==> src/rtl/dmem_store_buffer_pkg.sv <==
// ---------------------------------------------------------------------------
// dmem_store_buffer_pkg
// Shared definitions for the data-memory store buffer:
//   - SB_DEPTH      : default number of store-buffer entries
//   - WORD_ADDR_W   : width of a word address (byte address bits [31:2])
//   - sb_state_e    : memory-side controller states
// ---------------------------------------------------------------------------
package dmem_store_buffer_pkg;

    localparam int SB_DEPTH    = 4;
    localparam int WORD_ADDR_W = 30;

    typedef enum logic [1:0] {
        IDLE  = 2'd0,
        DRAIN = 2'd1,
        LOAD  = 2'd2,
        LDONE = 2'd3
    } sb_state_e;

endpackage

==> src/rtl/dmem_store_buffer_sb_fifo_cam.sv <==
// ---------------------------------------------------------------------------
// sb_fifo_cam
// Circular store queue with an associative lookup port.
// Entries hold {word address, data}; the lookup returns the youngest valid
// entry whose word address matches.
//
// Ports:
//   clk, rst_n               clock, asynchronous active-low reset
//   push, push_addr/data     enqueue at tail (ignored when full)
//   pop                      dequeue head (ignored when empty)
//   lookup_addr              word address to search for
//   hit, hit_data            youngest matching entry
//   head_addr, head_data     oldest entry, presented for draining
//   full, empty              occupancy flags
// ---------------------------------------------------------------------------
module sb_fifo_cam
    import dmem_store_buffer_pkg::*;
#(
    parameter int DEPTH = SB_DEPTH
) (
    input  logic                   clk,
    input  logic                   rst_n,
    input  logic                   push,
    input  logic [WORD_ADDR_W-1:0] push_addr,
    input  logic [31:0]            push_data,
    input  logic                   pop,
    input  logic [WORD_ADDR_W-1:0] lookup_addr,
    output logic                   hit,
    output logic [31:0]            hit_data,
    output logic [WORD_ADDR_W-1:0] head_addr,
    output logic [31:0]            head_data,
    output logic                   full,
    output logic                   empty
);

    localparam int PTR_W = (DEPTH > 1) ? $clog2(DEPTH) : 1;
    localparam int CNT_W = $clog2(DEPTH + 1);

    logic [WORD_ADDR_W-1:0] addr_mem [DEPTH];
    logic [31:0]            data_mem [DEPTH];
    logic [DEPTH-1:0]       valid_q;
    logic [PTR_W-1:0]       head_q;
    logic [PTR_W-1:0]       tail_q;
    logic [CNT_W-1:0]       count_q;
    logic [PTR_W-1:0]       idx;
    logic                   do_push;
    logic                   do_pop;

    assign full    = (count_q == CNT_W'(DEPTH));
    assign empty   = (count_q == '0);
    assign do_push = push && !full;
    assign do_pop  = pop && !empty;

    // Pointers wrap naturally because DEPTH is a power of two.
    always_ff @(posedge clk or negedge rst_n) begin
        if (!rst_n) begin
            head_q  <= '0;
            tail_q  <= '0;
            count_q <= '0;
            valid_q <= '0;
        end else begin
            if (do_pop) begin
                valid_q[head_q] <= 1'b0;
                head_q          <= head_q + PTR_W'(1);
            end
            if (do_push) begin
                valid_q[tail_q] <= 1'b1;
                tail_q          <= tail_q + PTR_W'(1);
            end
            case ({do_push, do_pop})
                2'b10:   count_q <= count_q + CNT_W'(1);
                2'b01:   count_q <= count_q - CNT_W'(1);
                default: count_q <= count_q;
            endcase
        end
    end

    // Payload storage needs no reset; valid bits gate every use of it.
    always_ff @(posedge clk) begin
        if (do_push) begin
            addr_mem[tail_q] <= push_addr;
            data_mem[tail_q] <= push_data;
        end
    end

    // Walk oldest to youngest from head so a later match overrides an
    // earlier one, leaving the youngest store in hit_data.
    always_comb begin
        hit      = 1'b0;
        hit_data = '0;
        idx      = head_q;
        for (int i = 0; i < DEPTH; i++) begin
            idx = head_q + PTR_W'(i);
            if (valid_q[idx] && (addr_mem[idx] == lookup_addr)) begin
                hit      = 1'b1;
                hit_data = data_mem[idx];
            end
        end
    end

    assign head_addr = addr_mem[head_q];
    assign head_data = data_mem[head_q];

endmodule

==> src/rtl/dmem_store_buffer.sv <==
// ---------------------------------------------------------------------------
// dmem_store_buffer
// Store buffer between the core and a single-ported external data memory.
// Stores retire into the buffer in one cycle and drain in the background;
// loads forward from the buffer on a hit, otherwise stall for a memory read.
//
// Ports:
//   clk, Reset                      clock, asynchronous active-low reset
//   memwrite, memread               core store / load request
//   addr, writedata                 byte address (bits [1:0] ignored), data
//   ReadData                        load data to writeback
//   stall                           core holds PC and inputs while high
//   mem_req, mem_we, mem_addr,
//   mem_wdata                       external memory request
//   mem_ack, mem_rdata              external memory completion / read data
// ---------------------------------------------------------------------------
module dmem_store_buffer
    import dmem_store_buffer_pkg::*;
#(
    parameter int DEPTH = SB_DEPTH
) (
    input  logic        clk,
    input  logic        Reset,
    input  logic        memwrite,
    input  logic        memread,
    input  logic [31:0] addr,
    input  logic [31:0] writedata,
    output logic [31:0] ReadData,
    output logic        stall,
    output logic        mem_req,
    output logic        mem_we,
    output logic [31:0] mem_addr,
    output logic [31:0] mem_wdata,
    input  logic        mem_ack,
    input  logic [31:0] mem_rdata
);

    sb_state_e              state_q;
    sb_state_e              state_d;
    logic [WORD_ADDR_W-1:0] word_addr;
    logic                   load_req;
    logic                   load_hit;
    logic                   load_miss;
    logic                   push;
    logic                   pop;
    logic                   capture;
    logic                   full;
    logic                   empty;
    logic [31:0]            hit_data;
    logic [WORD_ADDR_W-1:0] head_addr;
    logic [31:0]            head_data;
    logic [31:0]            load_data_q;
    logic                   byte_offset_unused;

    // The byte offset is deliberately ignored; all matching is per word.
    assign word_addr          = addr[31:2];
    assign byte_offset_unused = ^addr[1:0];

    // A store takes precedence over a simultaneous load request.
    assign load_req  = memread && !memwrite;
    assign load_miss = load_req && !load_hit;

    // Fullness is judged before any same-cycle pop, so a drain completing
    // in the same cycle does not let a stalled store in early.
    assign push = memwrite && !full;

    sb_fifo_cam #(
        .DEPTH(DEPTH)
    ) u_fifo_cam (
        .clk        (clk),
        .rst_n      (Reset),
        .push       (push),
        .push_addr  (word_addr),
        .push_data  (writedata),
        .pop        (pop),
        .lookup_addr(word_addr),
        .hit        (load_hit),
        .hit_data   (hit_data),
        .head_addr  (head_addr),
        .head_data  (head_data),
        .full       (full),
        .empty      (empty)
    );

    always_ff @(posedge clk or negedge Reset) begin
        if (!Reset) begin
            state_q <= IDLE;
        end else begin
            state_q <= state_d;
        end
    end

    // IDLE arbitrates: a pending load miss beats draining, so a load that
    // arrived during a drain is served right after that drain finishes.
    // The memory request group is decoded from state, so reset drops it at once.
    always_comb begin
        state_d   = state_q;
        mem_req   = 1'b0;
        mem_we    = 1'b0;
        mem_addr  = '0;
        mem_wdata = '0;
        pop       = 1'b0;
        capture   = 1'b0;
        case (state_q)
            IDLE: begin
                if (load_miss) begin
                    state_d = LOAD;
                end else if (!empty) begin
                    state_d = DRAIN;
                end
            end
            DRAIN: begin
                mem_req   = 1'b1;
                mem_we    = 1'b1;
                mem_addr  = {head_addr, 2'b00};
                mem_wdata = head_data;
                if (mem_ack) begin
                    pop     = 1'b1;
                    state_d = IDLE;
                end
            end
            LOAD: begin
                mem_req  = 1'b1;
                mem_addr = {word_addr, 2'b00};
                if (mem_ack) begin
                    capture = 1'b1;
                    state_d = LDONE;
                end
            end
            LDONE: begin
                state_d = IDLE;
            end
            default: begin
                state_d = IDLE;
            end
        endcase
    end

    always_ff @(posedge clk or negedge Reset) begin
        if (!Reset) begin
            load_data_q <= '0;
        end else if (capture) begin
            load_data_q <= mem_rdata;
        end
    end

    // LDONE is the single cycle where a missed load is released.
    assign stall = (memwrite && full) || (load_miss && (state_q != LDONE));

    always_comb begin
        ReadData = '0;
        if (state_q == LDONE) begin
            ReadData = load_data_q;
        end else if (load_req && load_hit) begin
            ReadData = hit_data;
        end
    end

endmodule

==> config.mk <==
export PLATFORM = sky130hd
export DESIGN_NAME = dmem_store_buffer
export DESIGN_NICKNAME = d
export VERILOG_FILES = /design/src/rtl/dmem_store_buffer_pkg.sv /design/src/rtl/dmem_store_buffer_sb_fifo_cam.sv /design/src/rtl/dmem_store_buffer.sv
export SDC_FILE = /design/constraint.sdc
export NUM_CORES = 1
export LEC_CHECK = 0
export BUFFER_PORTS_ARGS = -buffer_cell sky130_fd_sc_hd__buf_2
export CAP_MARGIN = 10
export CORE_MARGIN = 4
export CORE_UTILIZATION = 45
export CTS_BUF_LIST = sky130_fd_sc_hd__clkbuf_4 sky130_fd_sc_hd__clkbuf_8
export DETAILED_ROUTE_END_ITERATION = 6
export GPL_TIMING_DRIVEN = 0
export PLACE_DENSITY = 0.66
export SYNTH_ARGS = -nofsm -noshare
export SYNTH_HDL_FRONTEND = slang
export SYNTH_HIERARCHICAL = 1
export SYNTH_SLANG_ARGS = --single-unit
==> constraint.sdc <==
create_clock -name clk -period 5 [get_ports clk]
set_input_delay 0.75 -clock clk [delete_from_list [all_inputs] [get_ports clk]]
set_output_delay 0.75 -clock clk [all_outputs]
set_load 0.02 [all_outputs]
==> results.cfg, run 1 <==
[outcome]
outcome = finished with violations
violations = setup timing

[critical_path]
path_max_fanout = 10
arrival_ps = 5180
crit_end = ReadData[28]
cp-start-kind = flip-flop
r2r-end = state_q[0]$_DFFE_PN0P_
crit_type = reg -> out
worstSetupEndpointType = primary output
r2r_cells = 20
rrSetupSlack_ps = 580
r2r_start = u_fifo_cam/head_q[0]$_DFFE_PN0P_
cp-startpoint = u_fifo_cam/head_q[0]$_DFFE_PN0P_
cp.required_ps = 4250

[place]
post-place-ws_ps = -1780
place_congestion = 0.992
port_buffers = 195
placed_cell_area_mm2 = 0.0216
dp.cells = 2248
dp_hpwl_um = 48500

[synthesis]
synthDistinctLibCells = 72
yosys-top-cells-area = edfxtp_1 (38%), mux4_2 (15%), mux2i_1 (8.4%)
synth.cell_area_mm2 = 0.0194
synth-edff-count = 248
synth_area_per_cell_um2 = 13.2
yosysWarningCount = 6
synthFlopType = edfxtp_1
synth_seq_cells = 293
synth_common_cells = edfxtp_1 (248), mux2i_1 (163), mux4_2 (130)
synth.largest_area_cell = edfxtp_1
synth_most_common_cell = edfxtp_1
async_flop_share_pct = 15.4
synth_top_area_share_pct = 38.3
synth_cells = 1471
synth.yosys.seq_area_share_pct = 44.1

[grt]
grt_use_total_pct = 29.3
grt_max_degree = 46
antenna_found_initial = 7
overflow = 0
grt_pass1_vias = 15500
grt_pass1_wl_um = 103000

[floorplanning]
die_h_um = 216
core.rowCount = 75
die_x_um = 216
initial_core_util_pct = 46.0
die_area_mm2 = 0.0466
core_area_mm2 = 0.0423
ios = 200

[final_layout]
design_area_mm2 = 0.0237
drive_above_1_share_pct = 38.6
num-fill-cells = 3523
finalNetCount = 1878
area_delta_synth_final_pct = 22.0
stdcell_count = 2388

[clock_tree]
htreeDepth = 2
cts_made_buffers = 53
cts_tree = yes
cts_sinks = 293
cts.clk_slew.worst_paths_ps = 70
clk_latency_ps = 670
root_buffer = clkbuf_8
clockBufferDepth = 3
cts-hold-fix-buffers = 0

[power_and_ir_drop]
total_power_w = 0.0169
cellPowerDensity_mw_per_mm2 = 711
p_leak_nw = 8.91
vdd_drop_max_uv = 348

[timing]
finClkSkew_ps = 56.3
worst_pin_slew_ps = 1010
hold_viol_final = 0
period_minus_slack_ps = 5930
finalCritPeriodShare_pct = 119
relSlewSlack_pct = 32.8
setup_viol = 34
drv_slew = 0
worst_slack_ps = -931
fmax_mhz = 169
rsz0062_at_grt = yes

[routing]
ant_nets = 0
dr.pass1.iters = 6
routed_wl_um = 70300
drc = 0
drt_iter0_drc = 1930
vias_per_cell = 6.49
route.vias.total = 15500
post_drt_wl_per_cell_um = 29.5

[hold_path]
hold_class = in -> async

[job]
cap_viol_max_count = 0
[layout make-up]
type	instances	area (µm²)	area share, %
plain buffers	131	930	3.92
inverters	17	80.1	0.337
repair buffers	242	1720	7.24
well taps	577	722	3.04
clock buffers	75	920	3.87
diodes	3	7.51	0.0316
multi-input cells	1025	10600	44.7
clock inverters	25	164	0.691
flip-flops and latches	293	8570	36.1
[layer usage]
| layer | share of wire [%] | vias to the layer above | global-route usage, % |
|---|---|---|---|
| met1 | 40 | 7899 | 41.6 |
| met3 | 10 | 189 | 6.27 |
| li1 | - | 6398 | - |
| met4 | 3.7 | 8 | 9.86 |
| met5 | 0.074 | - | 0 |
| met2 | 45 | 1004 | 45.1 |
[flip-flops by register name, summed over array words and instances (netlist names)]
name and flops:
state_q 2, u_fifo_cam/valid_q 4, u_fifo_cam/tail_q 2, u_fifo_cam/data_mem 128
u_fifo_cam/head_q 2, u_fifo_cam/count_q 3, load_data_q 32, u_fifo_cam/addr_mem 120
[cells by family (layout without fill, tap and decap cells)]
group / count (synthesis) / in the layout / synth area share (%)
AND/OR/NAND/NOR: 253 / 253 / 6.78
AO/OA/AOI/OAI: 288 / 288 / 11.7
flip-flops: 293 / 293 / 44.1
XOR/XNOR: 101 / 101 / 4.55
multiplexers: 367 / 367 / 27.7
other: 1 / 5 / 0.0193
buffers and inverters: 154 / 490 / 4.24
adder cells (fa/ha/maj): 14 / 14 / 0.939
[worst max-delay path, cell delays in order, from the launching register on]
cell and delay (ps):
dfrtp_1 380, buf_6 130, buf_4 150, buf_6 210, buf_4 310, buf_4 320, mux2i_2 370, o22ai_1 160
mux2_2 300, a221o_1 270, a221oi_1 420, nand4_1 140, buf_4 220, and2_4 180, nand2_4 60, nor4b_4 200
buf_6 210, buf_12 130, buf_16 120, a22o_4 130, buf_6 110
[per-stage QoR]
stage               hold slack (ps)  TNS [ps]  utilization (%)
finish                         38.8    -28180             56.1
global route                   32.5    -31740             56.1
CTS                             237    -28220             55.7
detailed placement              490    -57410             50.9
global placement                476    -57990             50.6
floorplan                       454         0                -
[worst min-delay path by stage]
| stage | from | to | cells past startpoint |
|---|---|---|---|
| after floorplan | Reset | load_data_q[0]$_DFFE_PN0P_ | 0 |
| after global placement | load_data_q[0]$_DFFE_PN0P_ | load_data_q[0]$_DFFE_PN0P_ | 1 |
| after detailed placement | load_data_q[0]$_DFFE_PN0P_ | load_data_q[0]$_DFFE_PN0P_ | 1 |
| after CTS | mem_rdata[3] | load_data_q[3]$_DFFE_PN0P_ | 2 |
| after global routing | Reset | u_fifo_cam/head_q[1]$_DFFE_PN0P_ | 1 |
| final | Reset | u_fifo_cam/head_q[1]$_DFFE_PN0P_ | 1 |
[power by group]
group          internal [W]  switching (W)
clock               0.00125        0.00109
combinational       0.00468        0.00610
sequential          0.00331       0.000424
total               0.00925        0.00762
[layout by cell type (no fill, tap or decap), types with 44 or more instances in the layout]
master / n
mux4_2: 130
buf_6: 44
clkbuf_8: 57
xnor2_1: 63
a21oi_1: 74
buf_4: 44
dfrtp_1: 45
buf_2: 186
nor2_1: 92
mux2i_1: 147
edfxtp_1: 248
[repair_timing]
item	4_1_cts	5_1_grt
cloned	4	0
buffers inserted	29	10
endpoints found under the setup margin	47	60
resized for setup	144	48
pin swaps	15	15
hold endpoints to repair	0	0
Note: power is estimated with default switching activity, not from simulation.
==> inputs of run 2 (changes only) <==
--- a/config.mk
+++ b/config.mk
@@ -12,7 +12,7 @@
 export CTS_BUF_LIST = sky130_fd_sc_hd__clkbuf_4 sky130_fd_sc_hd__clkbuf_8
 export DETAILED_ROUTE_END_ITERATION = 6
 export GPL_TIMING_DRIVEN = 0
-export PLACE_DENSITY = 0.66
+export PLACE_DENSITY_LB_ADDON = 0.12
 export SYNTH_ARGS = -nofsm -noshare
 export SYNTH_HDL_FRONTEND = slang
 export SYNTH_HIERARCHICAL = 1
==> run 2 against run 1 <==
Effect of this change:
- the run still ends with setup timing left
- clock power up 6%
- utilization up 0.32 points
- combinational power barely moved
- highest routed layer unchanged
==> results.cfg, run 2 (synthesized netlist as in run 1, its figures left out) <==
[outcome]
outcome = finished with violations
violations = setup timing

[critical_path]
worstSetupEndpointType = primary output
path_cells = buf_6, buf_12, clkinvlp_4, buf_8, ha_4, buf_12, buf_12, buf_12, buf_6, mux2i_1, o2111ai_1, nor4_2, a31oi_1, or4_4, and2_4, nand2_4, nor4b_4, buf_12, buf_12, buf_12, a22o_4, buf_6
r2r_cells = 21
crit_top_cell = buf_12
crit_slowest_cell = or4_4
r2r_start = u_fifo_cam/head_q[0]$_DFFE_PN0P_
crit_end = ReadData[7]
rrSetupSlack_ps = 760
cp.required_ps = 4250
cp-start-kind = flip-flop
slowest_delay_ps = 490
path_max_fanout = 10
r2r-end = state_q[1]$_DFFE_PN0P_
arrival_ps = 5170
cp-startpoint = u_fifo_cam/head_q[0]$_DFFE_PN0P_
crit_type = reg -> out

[timing]
finClkSkew_ps = 25.2
worst_slack_ps = -921
rsz0062_at_grt = yes
setup_viol = 33
hold_viol_final = 0
period_minus_slack_ps = 5920
worst_pin_slew_ps = 1060
whs_ps = 17.7
relSlewSlack_pct = 29.4
fmax_mhz = 169
finalCritPeriodShare_pct = 118
drv_slew = 0

[floorplanning]
core.rowCount = 75
core_area_mm2 = 0.0423
initial_core_util_pct = 46.0
die_x_um = 216
die_h_um = 216
ios = 200
die_area_mm2 = 0.0466

[routing]
route.vias.total = 15300
post_drt_wl_per_cell_um = 30.1
vias_per_cell = 6.41
dr.pass1.iters = 5
drt_iter0_drc = 1797
routed_wl_um = 71700
drc = 0
ant_nets = 0

[clock_tree]
cts_tree = yes
clk_latency_ps = 650
cts_sinks = 293
htreeDepth = 2
root_buffer = clkbuf_8
cts-hold-fix-buffers = 0
clockBufferDepth = 3
cts_made_buffers = 52
cts.clk_slew.worst_paths_ps = 60

[final_layout]
final_cell_mix = edfxtp_1 (248), buf_2 (182), mux2i_1 (147), mux4_2 (130), nor2_1 (91)
top_regs = u_fifo_cam/data_mem: 128 flops, u_fifo_cam/addr_mem: 120 flops, load_data_q: 32 flops
finalNetCount = 1880
largest_reg_flops = 128
num-fill-cells = 3576
layout_commonest_cell = edfxtp_1
area_delta_synth_final_pct = 22.7
drive_above_1_share_pct = 38.9
regMostFlops = u_fifo_cam/data_mem

[grt]
grt_use_total_pct = 30.1
grt_pass1_wl_um = 104000
antenna_found_initial = 5
overflow = 0
grt_max_degree = 48
grt_pass1_vias = 15200

[place]
port_buffers = 195
place_congestion = 0.952
dp_hpwl_um = 49700

[job]
cap_viol_max_count = 0

[hold_path]
hold_class = in -> async

[power_and_ir_drop]
cellPowerDensity_mw_per_mm2 = 717
p_leak_nw = 8.96
vdd_drop_max_uv = 358
total_power_w = 0.0171
## run 2: cell types whose count changed in the layout (fill, tap and decap cells not counted), moves of 3 or more
| cell | delta |
|---|---|
| clkbuf_4 | -6 |
| xnor2_1 | -3 |
| clkbuf_1 | +3 |
| bufinv_16 | +4 |
| buf_2 | -4 |
| buf_6 | +8 |
| xnor2_2 | +3 |
| clkinv_1 | -3 |
## run 2: final cells by class
cell class | instances | area, µm² | area share, %
flip-flops and latches | 293 | 8570 | 35.9
diodes | 2 | 5.00 | 0.0210
inverters | 17 | 80.1 | 0.335
clock buffers | 70 | 876 | 3.67
multi-input cells | 1025 | 10600 | 44.5
clock inverters | 26 | 258 | 1.08
plain buffers | 133 | 971 | 4.07
well taps | 577 | 722 | 3.02
repair buffers | 243 | 1770 | 7.42
## run 2: repair_timing
action / 4_1_cts / 5_1_grt
pin swaps: 12 / 9
setup buffers: 35 / 4
cloned: 4 / 1
endpoints found under the setup margin: 47 / 56
resized for setup: 165 / 47
## run 2: worst min-delay path by stage
stage,end,slack (ps),start
6_report,u_fifo_cam/valid_q[3]$_DFF_PN0_,20,Reset
3_3_place_gp,load_data_q[0]$_DFFE_PN0P_,480,load_data_q[0]$_DFFE_PN0P_
5_1_grt,state_q[1]$_DFFE_PN0P_,10,Reset
2_1_floorplan,load_data_q[0]$_DFFE_PN0P_,450,Reset
4_1_cts,load_data_q[0]$_DFFE_PN0P_,260,mem_rdata[0]
3_5_place_dp,u_fifo_cam/count_q[2]$_DFFE_PN0P_,480,u_fifo_cam/count_q[2]$_DFFE_PN0P_
## run 2: power breakdown
group          leakage [nW]  internal [W]  total (W)  switching, W
logic                  5.57       0.00468     0.0109       0.00622
registers              2.80       0.00331    0.00374      0.000425
clock network         0.596       0.00140    0.00248       0.00108
## run 2: metal layers
metal	track usage, %	share of wire [%]
met5	1.35	0.20
met1	43.9	41
met3	9.72	12
met4	8.68	3.1
met2	43.3	43
## run 2: stage by stage
step / worst slack (ps) / std cells / area [µm²] / util (%) / setup TNS, ps
2_1_floorplan: 12.2 / 1472 / 19700 / - / 0
3_3_place_gp: -1970 / 2244 / 21400 / 50.6 / -72850
3_5_place_dp: -1950 / 2248 / 21600 / 50.9 / -63590
4_1_cts: -1010 / 2382 / 23700 / 56.1 / -31360
5_1_grt: -1050 / 2385 / 23900 / 56.4 / -32170
6_report: -921 / 2386 / 23900 / 56.4 / -27870
## run 2: worst max-delay path: cells and delay by family (launching register included)
family | cells | cell delay [ps]
flops | 1 | 370
mux | 1 | 450
compound gates | 3 | 450
buf+inv | 12 | 1630
fa+ha+maj | 1 | 290
simple gates | 5 | 1290
